## src/rtl/bnn_layer_sequencer_pkg.sv

```systemverilog
// Shared types, default sizes and the popcount helper for the BNN layer sequencer.
package bnn_pkg;

  typedef enum logic [1:0] {
    LOAD    = 2'd0,
    COMPUTE = 2'd1,
    DECIDE  = 2'd2,
    OUTPUT  = 2'd3
  } state_t;

  localparam int WORD_W_DEF    = 8;
  localparam int N_WORDS_DEF   = 4;
  localparam int N_NEURONS_DEF = 8;

  // Widest word the popcount helper accepts; callers zero-extend.
  localparam int POPCNT_MAX_W = 64;

  // Number of set bits in v.
  function automatic int unsigned popcount(input logic [POPCNT_MAX_W-1:0] v);
    int unsigned c;
    c = 0;
    for (int i = 0; i < POPCNT_MAX_W; i++) begin
      c = c + 32'(v[i]);
    end
    return c;
  endfunction

endpackage

```

## src/rtl/bnn_layer_sequencer_if.sv

```systemverilog
// Handshake and weight-ROM bundle of the BNN layer sequencer.
// slave: the sequencer side; master: the environment (input stream, ROM, next layer).
interface bnn_layer_sequencer_if
  import bnn_pkg::*;
#(
  parameter int WORD_W    = WORD_W_DEF,
  parameter int N_WORDS   = N_WORDS_DEF,
  parameter int N_NEURONS = N_NEURONS_DEF
);
  localparam int ADDR_W = $clog2(N_NEURONS * N_WORDS);

  logic                 in_valid;
  logic                 in_ready;
  logic [WORD_W-1:0]    in_data;
  logic [ADDR_W-1:0]    w_addr;
  logic [WORD_W-1:0]    w_data;
  logic                 out_valid;
  logic                 out_ready;
  logic [N_NEURONS-1:0] out_bits;
  logic                 busy;

  modport slave (
    input  in_valid, in_data, w_data, out_ready,
    output in_ready, w_addr, out_valid, out_bits, busy
  );

  modport master (
    output in_valid, in_data, w_data, out_ready,
    input  in_ready, w_addr, out_valid, out_bits, busy
  );

endinterface

```

## src/rtl/bnn_layer_sequencer_xnor_popcount.sv

```systemverilog
// Combinational XNOR of an input word with a weight word, followed by a popcount:
// the number of bit positions where input and weight agree.
module bnn_xnor_popcount
  import bnn_pkg::*;
#(
  parameter  int WORD_W = WORD_W_DEF,
  localparam int CNT_W  = $clog2(WORD_W + 1)
) (
  input  logic [WORD_W-1:0] a,
  input  logic [WORD_W-1:0] b,
  output logic [CNT_W-1:0]  cnt
);

  logic [WORD_W-1:0] match;

  assign match = ~(a ^ b);
  assign cnt   = CNT_W'(popcount(POPCNT_MAX_W'(match)));

endmodule

```

## src/rtl/bnn_layer_sequencer.sv

```systemverilog
// Time-multiplexed binary layer: buffers one input vector, walks every neuron's
// weights from an external synchronous ROM, accumulates XNOR popcounts and
// thresholds each neuron into one bit of the layer result.
// Optional feature: define BNN_THRESH_CFG_EN for a writable per-neuron threshold file.
module bnn_layer_sequencer
  import bnn_pkg::*;
#(
  parameter  int WORD_W    = WORD_W_DEF,
  parameter  int N_WORDS   = N_WORDS_DEF,
  parameter  int N_NEURONS = N_NEURONS_DEF,
  localparam int ACC_W     = $clog2(WORD_W * N_WORDS + 1)
) (
  input  logic                          clk,
  input  logic                          rst_n,
  bnn_layer_sequencer_if.slave          bus
`ifdef BNN_THRESH_CFG_EN
  ,
  input  logic                          cfg_we,
  input  logic [$clog2(N_NEURONS)-1:0]  cfg_idx,
  input  logic [ACC_W-1:0]              cfg_thresh
`endif
);

  localparam int ADDR_W = $clog2(N_NEURONS * N_WORDS);
  localparam int NW_W   = $clog2(N_WORDS);
  localparam int NN_W   = $clog2(N_NEURONS);
  localparam int PC_W   = $clog2(WORD_W + 1);
  localparam logic [ACC_W-1:0] THRESH_DEF = ACC_W'(WORD_W * N_WORDS / 2);

  state_t state_q, state_d;

  logic              in_ready_q;
  logic [NW_W-1:0]   word_cnt_q;
  logic [NW_W-1:0]   w_cnt_q;
  logic [NN_W-1:0]   n_cnt_q;
  logic [WORD_W-1:0] in_buf [N_WORDS];
  logic              pipe_vld_q;
  logic [NW_W-1:0]   pipe_w_q;
  logic [ACC_W-1:0]  acc_q;
  logic [N_NEURONS-1:0] out_bits_q;

  logic              in_fire;
  logic              last_word;
  logic              last_w;
  logic              last_n;
  logic [PC_W-1:0]   pc;
  logic [ACC_W-1:0]  acc_final;
  logic [ACC_W-1:0]  thresh_n;

  assign in_fire   = bus.in_valid & in_ready_q;
  assign last_word = (word_cnt_q == NW_W'(N_WORDS - 1));
  assign last_w    = (w_cnt_q == NW_W'(N_WORDS - 1));
  assign last_n    = (n_cnt_q == NN_W'(N_NEURONS - 1));

  // The ROM answers one cycle after the address, so the popcount pairs w_data
  // with the buffer word that was addressed in the previous cycle.
  bnn_xnor_popcount #(.WORD_W(WORD_W)) u_xnor_popcount (
    .a   (in_buf[pipe_w_q]),
    .b   (bus.w_data),
    .cnt (pc)
  );

  // In DECIDE the last word's popcount has not been added yet; fold it in here.
  assign acc_final = acc_q + ACC_W'(pc);

  // State register plus the registered in_ready, which stays low during reset
  // and first rises on the clock after reset release.
  always_ff @(posedge clk or negedge rst_n) begin
    if (!rst_n) begin
      state_q    <= LOAD;
      in_ready_q <= 1'b0;
    end else begin
      // NOTE: clocked state uses non-blocking assignment so every flop samples
      // pre-edge values, independent of statement order.
      state_q    <= state_d;
      in_ready_q <= (state_d == LOAD);
    end
  end

  // Next-state logic: load a vector, then COMPUTE/DECIDE per neuron, then hold the result.
  always_comb begin
    // NOTE: default first so every path assigns state_d and no latch is inferred.
    state_d = state_q;
    unique case (state_q)
      LOAD:    if (in_fire && last_word) state_d = COMPUTE;
      COMPUTE: if (last_w)               state_d = DECIDE;
      DECIDE:  state_d = last_n ? OUTPUT : COMPUTE;
      OUTPUT:  if (bus.out_ready)        state_d = LOAD;
      default: state_d = LOAD;
    endcase
  end

  // Datapath: input buffer, word/neuron counters, ROM-latency pipe, accumulator, result.
  always_ff @(posedge clk or negedge rst_n) begin
    if (!rst_n) begin
      word_cnt_q <= '0;
      w_cnt_q    <= '0;
      n_cnt_q    <= '0;
      pipe_vld_q <= 1'b0;
      pipe_w_q   <= '0;
      acc_q      <= '0;
      out_bits_q <= '0;
      // NOTE: the buffer is a handful of flops, not a RAM macro, so it is reset
      // to make a mid-operation reset discard every trace of the old vector.
      for (int i = 0; i < N_WORDS; i++) in_buf[i] <= '0;
    end else begin
      pipe_vld_q <= 1'b0;
      unique case (state_q)
        LOAD: begin
          if (in_fire) begin
            in_buf[word_cnt_q] <= bus.in_data;
            word_cnt_q         <= last_word ? '0 : word_cnt_q + 1'b1;
          end
        end
        COMPUTE: begin
          pipe_vld_q <= 1'b1;
          pipe_w_q   <= w_cnt_q;
          w_cnt_q    <= last_w ? '0 : w_cnt_q + 1'b1;
          if (pipe_vld_q) acc_q <= acc_final;
        end
        DECIDE: begin
          out_bits_q[n_cnt_q] <= (acc_final >= thresh_n);
          acc_q               <= '0;
          n_cnt_q             <= last_n ? '0 : n_cnt_q + 1'b1;
        end
        OUTPUT: ;
        default: ;
      endcase
    end
  end

`ifdef BNN_THRESH_CFG_EN
  logic [ACC_W-1:0] thresh_q [N_NEURONS];

  // Threshold register file; writes only land while idle so a layer in flight
  // always sees one consistent set of thresholds.
  always_ff @(posedge clk or negedge rst_n) begin
    if (!rst_n) begin
      for (int i = 0; i < N_NEURONS; i++) thresh_q[i] <= THRESH_DEF;
    end else if (cfg_we && (state_q == LOAD) && (int'(cfg_idx) < N_NEURONS)) begin
      thresh_q[cfg_idx] <= cfg_thresh;
    end
  end

  assign thresh_n = thresh_q[n_cnt_q];
`else
  assign thresh_n = THRESH_DEF;
`endif

  assign bus.in_ready  = in_ready_q;
  assign bus.out_valid = (state_q == OUTPUT);
  assign bus.busy      = (state_q != LOAD);
  assign bus.out_bits  = out_bits_q;
  assign bus.w_addr    = ADDR_W'(n_cnt_q) * ADDR_W'(N_WORDS) + ADDR_W'(w_cnt_q);

endmodule

```

## src/flat_wrapper.sv

```systemverilog
// flat-port wrapper written by rule: the top's interface ports become plain ports
module bnn_layer_sequencer_flat import bnn_pkg::*;
#(
  parameter  int WORD_W    = WORD_W_DEF,
  parameter  int N_WORDS   = N_WORDS_DEF,
  parameter  int N_NEURONS = N_NEURONS_DEF,
  localparam int ACC_W     = $clog2(WORD_W * N_WORDS + 1)
)
  (clk, rst_n, bus_in_valid, bus_in_data, bus_w_data, bus_out_ready, bus_in_ready, bus_w_addr, bus_out_valid, bus_out_bits, bus_busy);
  bnn_layer_sequencer_if #(.WORD_W(WORD_W), .N_WORDS(N_WORDS), .N_NEURONS(N_NEURONS)) bus_i ();
  input  logic clk;
  input  logic rst_n;
  input wire logic [$bits(bus_i.in_valid)-1:0] bus_in_valid;
  input wire logic [$bits(bus_i.in_data)-1:0] bus_in_data;
  input wire logic [$bits(bus_i.w_data)-1:0] bus_w_data;
  input wire logic [$bits(bus_i.out_ready)-1:0] bus_out_ready;
  output wire logic [$bits(bus_i.in_ready)-1:0] bus_in_ready;
  output wire logic [$bits(bus_i.w_addr)-1:0] bus_w_addr;
  output wire logic [$bits(bus_i.out_valid)-1:0] bus_out_valid;
  output wire logic [$bits(bus_i.out_bits)-1:0] bus_out_bits;
  output wire logic [$bits(bus_i.busy)-1:0] bus_busy;
  assign bus_i.in_valid = bus_in_valid;
  assign bus_i.in_data = bus_in_data;
  assign bus_i.w_data = bus_w_data;
  assign bus_i.out_ready = bus_out_ready;
  assign bus_in_ready = bus_i.in_ready;
  assign bus_w_addr = bus_i.w_addr;
  assign bus_out_valid = bus_i.out_valid;
  assign bus_out_bits = bus_i.out_bits;
  assign bus_busy = bus_i.busy;
  bnn_layer_sequencer #(.WORD_W(WORD_W), .N_WORDS(N_WORDS), .N_NEURONS(N_NEURONS)) u_core (.clk(clk), .rst_n(rst_n), .bus(bus_i));
endmodule
```

## config.mk

```make
export PLATFORM = sky130hd
export DESIGN_NAME = bnn_layer_sequencer_flat
export DESIGN_NICKNAME = d
export VERILOG_FILES = /design/src/rtl/bnn_layer_sequencer_pkg.sv /design/src/rtl/bnn_layer_sequencer_if.sv /design/src/rtl/bnn_layer_sequencer_xnor_popcount.sv /design/src/rtl/bnn_layer_sequencer.sv /design/src/flat_wrapper.sv
export SDC_FILE = /design/constraint.sdc
export NUM_CORES = 1
export LEC_CHECK = 0
export ABC_CLOCK_PERIOD_IN_PS = 6400
export CORE_MARGIN = 3
export CORE_UTILIZATION = 30
export CTS_CLUSTER_DIAMETER = 120
export DETAILED_ROUTE_END_ITERATION = 12
export GPL_ROUTABILITY_DRIVEN = 0
export MAX_ROUTING_LAYER = met4
export PLACE_DENSITY_LB_ADDON = 0.1
export RECOVER_POWER = 25
export SKIP_LAST_GASP = 1
export SYNTH_ARGS = -nofsm -noshare
export SYNTH_HDL_FRONTEND = slang
export SYNTH_SLANG_ARGS = --single-unit
```

## constraint.sdc

```tcl
create_clock -name clk -period 6.4 [get_ports clk]
set_clock_uncertainty 0.2 [all_clocks]
set_input_delay 0.96 -clock clk [delete_from_list [all_inputs] [get_ports clk]]
set_output_delay 0.96 -clock clk [all_outputs]
set_load 0.05 [all_outputs]
```

==> results of run 1 <==
[per-layer routing]
layer / vias up / GRT usage (%)
li1: 978 / -
met1: 985 / 16.5
met2: 37 / 19.2
met3: 10 / 3.90
met4: 0 / 3.29
met5: - / -
[stage by stage]
| stage | hold WS, ns | setup WS [ns] | cell area (µm²) |
|---|---|---|---|
| 6_report | 0.302 | 1.36 | 3920 |
| 3_5_place_dp | 0.290 | 1.01 | 3700 |
| 4_1_cts | 0.306 | 1.30 | 3930 |
| 5_1_grt | 0.324 | 1.06 | 3920 |
| 2_1_floorplan | 0.274 | 1.76 | 3240 |
| 3_3_place_gp | 0.288 | 1.07 | 3700 |
[worst reg2reg max path, stage by stage, from the launching register on]
cell and delay [ns]:
dfrtp_1 0.57, mux4_2 0.58, xor2_1 0.18, fa_1 0.53
fa_1 0.55, inv_1 0.05, fa_1 0.50, fa_1 0.49
inv_1 0.09, fa_1 0.19, nand2b_1 0.11, a21oi_1 0.07
xnor2_1 0.61, a31oi_1 0.17
[flip-flops by register name, summed over array words and instances (netlist names)]
register	cells
u_core.pipe_vld_q	1
u_core.bus.in_ready	1
u_core.pipe_w_q	2
u_core.word_cnt_q	2
u_core.acc_q	6
u_core.n_cnt_q	3
u_core.w_cnt_q	2
u_core.bus.out_bits	8
u_core.state_q	2
u_core.in_buf	32
[final cells by class]
class	instances	area, µm²
Timing Repair Buffer	37	357
Fill cell	1006	6490
Inverter	15	56.3
Multi-Input combinational cell	169	1630
Sequential cell	59	1480
Tap cell	136	170
Clock inverter	4	72.6
Clock buffer	12	155
[cell usage after synthesis (all sizes together), types with 2 or more instances]
master / n
xnor2: 6
clkbuf: 3
nor3: 5
a22o: 4
and3: 2
a31oi: 8
xor2: 5
nand2: 23
inv: 15
nor4: 2
mux2: 35
a21oi: 6
fa: 5
buf: 6
mux4: 8
o21ai: 7
nand2b: 2
o31ai: 4
ha: 13
a21o: 2
dfrtp: 59
or2b: 2
nor2: 16
[final timing paths]
check                                   start                      to  slack [ns]  cells after the start
hold / removal               u_core.in_buf[7]        u_core.in_buf[7]        0.30                      1
setup / recovery           u_core.pipe_w_q[0]  u_core.bus.out_bits[2]        1.36                     13
min in group asynchronous               rst_n  u_core.bus.out_bits[0]        1.60                      2
max in group asynchronous               rst_n        u_core.in_buf[4]        2.56                      2
hold reg to reg              u_core.in_buf[7]        u_core.in_buf[7]        0.30                      1
setup reg to reg           u_core.pipe_w_q[0]  u_core.bus.out_bits[2]        1.36                     13
[cells by family after synthesis]
kind of cell             after synthesis  synth area share [%]
AO/OA/AOI/OAI                         37                  8.18
XOR/XNOR                              11                  2.97
adder cells (fa/ha/maj)               18                  8.10
buffers and inverters                 24                  4.13
flip-flops                            59                  45.5
multiplexers                          44                  20.8
AND/OR/NAND/NOR                       59                  10.3
==> results.cfg, run 1 <==
[worst_setup_path]
cp_top_family = adder cells
worstPathCellList = mux4_2, xor2_1, fa_1, fa_1, inv_1, fa_1, fa_1, inv_1, fa_1, nand2b_1, a21oi_1, xnor2_1, a31oi_1
slowest_stage = xnor2_1
criticalPathCategory = reg2reg
cpPeakStageDelay_ns = 0.61
crit_fanout = 9
cp_num_buf_inv = 2
worstPathRequired_ns = 6.38
critPathLaunchType = register
path_common_cell = fa_1
arrival_ns = 5.02
endpoint_kind = register

[die]
initial_core_util_pct = 31.1
rows = 37
num_io_pins = 36
die_y_um = 110
die_x_um = 110
fp.coreArea_um2 = 10400
dieArea_um2 = 12100

[sta]
fmax_ghz = 0.199
slew_headroom_pct = -116
tightest_slew_ns = 3.25
tns_ns = 0
finalSetupViolCount = 0
final.min_clock_period_ns = 5.04
drv_slew = 60
fin_crit_sh_pct = 78.7
rsz0062_at_grt = no
finalHoldViolCount = 0

[synth]
postSynth.asyncResetShare_pct = 100
syn_inst = 252
synth_seq_cells = 59
synth_top_area_cell = dfrtp_1
ys_types = 45
synth_top_area_share_pct = 45.5
yosys_warnings = 0
syn_nets = 290
ys.flop_type = dfrtp_1
synthesis.area_um2 = 3240
synth-edff-count = 0
avgSynthCellArea_um2 = 12.9
ys_top_cells_by_area = dfrtp_1 46%, mux2_4 11%, mux4_2 5.6%
synth_seq_area_share_pct = 45.5

[routing]
vias_per_cell = 4.65
ant_nets = 0
wl_met1_mm = 3.26
routed.top_layer = met4
met3_length_um = 255
first_pass_iters = 4
post_drt_wl_per_cell_um = 15.5
wl_met2_mm = 3.10
drt-total-wl_mm = 6.70
detail_route.iter0.violations = 87
via_count = 2010
drc = 0

[cts]
clk_latency_ns = 0.33
cts_tree = yes
cts_setup_buffers = 0
cts.sinks = 59
htreeDepth = 3
clk_path_buf_depth = 2
cts_made_buffers = 9
cts.reportedPaths.clkPinSlew_ns = 0.07
root_buffer = clkbuf_8
ctsHoldBuffers = 0
cts_resized = 0

[final_layout]
finish.net_count = 329
diodes = 0
final_util_pct = 37.6
syn2layout_area_growth_pct = 20.9
layout_common_cells = 59 x dfrtp_1, 34 x clkdlybuf4s50_1, 24 x mux2_4, 20 x nand2_1
final_cells = 432
final_common_cell = dfrtp_1
drive_above_1_share_pct = 23.0

[placement]
dp_cells = 416
hpwl_mm = 4.78
port_buffers = 35

[run_status]
violations = capacitance limit, slew limit
status = complete, but fails checks

[global_routing]
antenna_found_initial = 0
grt_use_total_pct = 12.6
grt_first_pass_wirelength_mm = 11.2
grt_pass1_vias = 2093
grt_max_degree = 60
gr-total-overflow = 0

[run]
cap_violations = 1

[min_path]
holdCritPathClass = reg2reg
Power of run 1 is left out: the tool's default activity adds up to more than one toggle a clock period on the data nets, which glitch-free logic cannot reach.
==> run 2: changes to the inputs <==
ABC_CLOCK_PERIOD_IN_PS = 5000   (was 6400)
clock period = 5 ns   (was 6.4 ns; I/O delays follow)
==> run 2 against run 1 <==
Compared with the run above:
- the run still ends with capacitance limit, slew limit left
- utilization fell by 0.14 points
- critical path depth did not move
- maximum frequency rose by 8.2%
- worst setup slack got worse by 1.0 ns
- hold slack improved by 0.0028 ns
- final area fell by 0.38%
- wire length rose by 1.3%
- die area did not move
- sequential share of layout area rose by 0.18 points
- critical endpoint is now u_core.acc_q[4]
- highest routed layer unchanged
==> results.cfg, run 2 (synthesized netlist as in run 1, its figures left out) <==
[final_layout]
layout_common_cells = 58 x dfrtp_1, 34 x clkdlybuf4s50_1, 24 x mux2_4, 20 x nand2_1
final_cells = 433
syn2layout_area_growth_pct = 20.4
top_register = u_core.in_buf
fillers = 1019
largest_reg_flops = 32
final_common_cell = dfrtp_1
drive_above_1_share_pct = 23.9
finish.net_count = 332
final_area_um2 = 3910
diodes = 0

[worst_setup_path]
critPathLaunchType = register
crit_fanout = 9
worstPathRequired_ns = 5.03
path_common_cell = fa_1
arrival_ns = 4.68
worstPathCellList = mux4_2, xor2_1, fa_1, fa_1, inv_1, fa_1, fa_1, inv_1, fa_1, nand2b_1, a21oi_1, xnor2_2, o31ai_1
criticalPathCategory = reg2reg
endpoint_kind = register
slowest_stage = fa_1
cp_num_cells = 13
cp_num_buf_inv = 2
cp_top_family = adder cells
cpPeakStageDelay_ns = 0.56
reg2reg_depth = 13

[global_routing]
grt_max_degree = 60
grt_use_total_pct = 12.9
antenna_found_initial = 0
grt_pass1_vias = 2138
grt_first_pass_wirelength_mm = 11.3
gr-total-overflow = 0

[placement]
dp_cells = 419
placed_area_um2 = 3720
port_buffers = 35
hpwl_mm = 4.85

[die]
dieArea_um2 = 12100
rows = 37
die_y_um = 110
initial_core_util_pct = 31.1
fp.coreArea_um2 = 10400
num_io_pins = 36
die_x_um = 110

[sta]
finalHoldViolCount = 0
fmax_ghz = 0.215
finalSetupViolCount = 0
tightest_slew_ns = 3.25
final.min_clock_period_ns = 4.65
tns_ns = 0
fin_crit_sh_pct = 93.1
slew_headroom_pct = -117
rsz0062_at_grt = no
holdWs_ns = 0.305
drv_slew = 60

[cts]
cts.reportedPaths.clkPinSlew_ns = 0.06
cts_tree = yes
htreeDepth = 3
cts_setup_buffers = 0
clk_path_buf_depth = 2
cts.sinks = 59
cts_made_buffers = 9
clk_latency_ns = 0.32
root_buffer = clkbuf_8

[run]
cap_violations = 1

[routing]
drc = 0
ant_nets = 0
detail_route.iter0.violations = 56
vias_per_cell = 4.62
first_pass_iters = 4
via_count = 1999
post_drt_wl_per_cell_um = 15.7
drt-total-wl_mm = 6.79

[min_path]
holdCritPathClass = reg2reg
hold_depth = 1

[run_status]
status = complete, but fails checks
violations = capacitance limit, slew limit
==> run 2: layer usage <==
metal	GRT usage [%]	part of all wire [%]
met1	16.9	49
met2	19.8	47
met3	3.09	3.0
met4	4.27	1.3
met5	-	0
==> run 2: through the flow <==
| stage | util (%) | setup WS [ns] |
|---|---|---|
| 6_report | 37.5 | 0.347 |
| 5_1_grt | 37.5 | 0.0614 |
| 4_1_cts | 37.5 | 0.190 |
| 3_5_place_dp | 35.7 | -0.142 |
| 3_3_place_gp | 35.7 | -0.0985 |
| 2_1_floorplan | - | 0.355 |
==> run 2: final cells by class <==
cell class	count	area, µm²	share of cell area, %
inverter	15	56.3	1.44
tap	136	170	4.36
multi-input combinational	169	1640	42.0
sequential	59	1480	37.8
clock inverter	3	40.0	1.02
clock buffer	11	141	3.62
timing repair buffer	40	379	9.71
==> run 2: path summary, 6_finish.rpt <==
path                                    startpoint                     end  slack [ns]
worst max-delay path            u_core.pipe_w_q[0]         u_core.acc_q[4]        0.35
worst min-delay path             u_core.in_buf[15]       u_core.in_buf[15]        0.31
worst max register to register  u_core.pipe_w_q[0]         u_core.acc_q[4]        0.35
worst min register to register   u_core.in_buf[15]       u_core.in_buf[15]        0.31
max in group asynchronous                    rst_n      u_core.pipe_w_q[0]        1.12
min in group asynchronous                    rst_n  u_core.bus.out_bits[6]        1.40
==> run 2: repair_timing <==
item | in CTS | in global routing
hold buffers | 0 | 0
gates resized for setup | 1 | 1
endpoints found under the setup margin | 9 | 9
Power of run 2 is left out for the same reason.
==> run 3: changes to the inputs <==
CTS_BUF_LIST = sky130_fd_sc_hd__clkbuf_2   (was unset)
==> run 3 against run 2 <==
Compared with the run above:
- the flow still finishes with violations (capacitance limit, slew limit)
- utilization fell by 0.84 points
- wire length is essentially flat
- hold slack improved by 0.020 ns
- via count is 0.15% higher
- final area down 2.2%
- first-iteration DRC count rose by 21%
- non-clock buffer count stayed put
- flip-flop and latch count stayed put
- worst setup slack got worse by 0.011 ns
- highest routed layer unchanged
==> results.cfg, run 3 (synthesized netlist as in run 1, its figures left out) <==
[run_status]
status = complete, but fails checks
violations = capacitance limit, slew limit

[routing]
wl_met1_mm = 3.35
drt-total-wl_mm = 6.79
wl_met2_mm = 3.18
via_count = 2002
first_pass_iters = 6
met3_length_um = 195
post_drt_wl_per_cell_um = 15.7
drc = 0
detail_route.iter0.violations = 68
ant_nets = 0
routed.top_layer = met4
vias_per_cell = 4.62

[sta]
fin_crit_sh_pct = 93.3
final.min_clock_period_ns = 4.66
slew_headroom_pct = -117
rsz0062_at_grt = no
drv_slew = 60
finalSetupViolCount = 0
finalHoldViolCount = 0
final.setup.worst_slack_ns = 0.336
tightest_slew_ns = 3.26
fmax_ghz = 0.214

[die]
initial_core_util_pct = 31.1
dieArea_um2 = 12100
die_y_um = 110
rows = 37
fp.coreArea_um2 = 10400
die_x_um = 110
num_io_pins = 36

[global_routing]
grt_pass1_vias = 2129
grt_use_total_pct = 12.9
gr-total-overflow = 0
grt_first_pass_wirelength_mm = 11.3
grt_max_degree = 60
antenna_found_initial = 0

[placement]
dpl_worst_slack_ns = -0.142
port_buffers = 35
hpwl_mm = 4.85

[cts]
cts_made_buffers = 9
cts.sinks = 59
htreeDepth = 3
root_buffer = clkbuf_2
clk_latency_ns = 0.45
cts.reportedPaths.clkPinSlew_ns = 0.16
clk_path_buf_depth = 2
cts_tree = yes

[final_layout]
diodes = 0
top_register = u_core.in_buf
finish.net_count = 332
final_common_cell = dfrtp_1
largest_reg_flops = 32
drive_above_1_share_pct = 23.9
syn2layout_area_growth_pct = 17.7
layout_common_cells = 58 x dfrtp_1, 34 x clkdlybuf4s50_1, 24 x mux2_4, 20 x nand2_1

[min_path]
hold_depth = 1
holdCritPathClass = reg2reg

[worst_setup_path]
critPathLaunchType = register
worstPathRequired_ns = 5.16
criticalPathCategory = reg2reg
endpoint_kind = register
crit_fanout = 9
arrival_ns = 4.82
reg2reg_depth = 13

[run]
cap_violations = 1
## run 3: cell count changes in the layout (fill, tap and decap cells not counted), sizes merged
cell	change
clkbuf	-1
clkinv	+1
## run 3: critical path, stage by stage, from the launching register on
cell and delay [ns]:
dfrtp_2 0.49, mux4_2 0.54, xor2_1 0.17, fa_1 0.55, fa_1 0.55, inv_1 0.05
fa_1 0.56, fa_1 0.20, inv_1 0.06, fa_1 0.40, nand2b_1 0.16, a21oi_1 0.21
xnor2_2 0.19, o31ai_1 0.25
## run 3: path summary, 6_finish.rpt
check                              startpoint                endpoint  slack [ns]
max                        u_core.pipe_w_q[0]         u_core.acc_q[4]        0.34
min                         u_core.in_buf[15]       u_core.in_buf[15]        0.33
max reg2reg                u_core.pipe_w_q[0]         u_core.acc_q[4]        0.34
min reg2reg                 u_core.in_buf[15]       u_core.in_buf[15]        0.33
max in group asynchronous               rst_n      u_core.pipe_w_q[0]        1.27
min in group asynchronous               rst_n  u_core.bus.out_bits[4]        1.25
## run 3: through the flow
| step | util, % | hold slack (ns) | setup TNS (ns) | instance area, µm² | instances |
|---|---|---|---|---|---|
| 2_1_floorplan | - | 0.254 | 0 | 3240 | 252 |
| 3_3_place_gp | 35.7 | 0.284 | -0.799 | 3720 | 419 |
| 5_1_grt | 36.7 | 0.345 | 0 | 3820 | 433 |
| 3_5_place_dp | 35.7 | 0.288 | -1.08 | 3720 | 419 |
| 4_1_cts | 36.7 | 0.208 | 0 | 3820 | 433 |
| 6_report | 36.7 | 0.326 | 0 | 3820 | 433 |
## run 3: cell type report
type	count	area, µm²
Fill cell	1037	6600
Multi-Input combinational cell	169	1640
Sequential cell	59	1480
Timing Repair Buffer	40	379
Tap cell	136	170
Inverter	15	56.3
Clock buffer	10	50.0
Clock inverter	4	43.8
## run 3: what timing repair did
action                     in CTS  in global routing
cloned                          0                  0
gates resized for setup         1                  1
setup buffers                   0                  0
setup endpoints to repair       9                  9
hold buffers                    0                  0
## run 3: layer usage
metal	vias up	track usage, %
met4	0	4.27
met1	989	17.1
met5	-	-
met3	4	3.09
met2	29	19.4
li1	980	-
Power of run 3 is left out for the same reason.
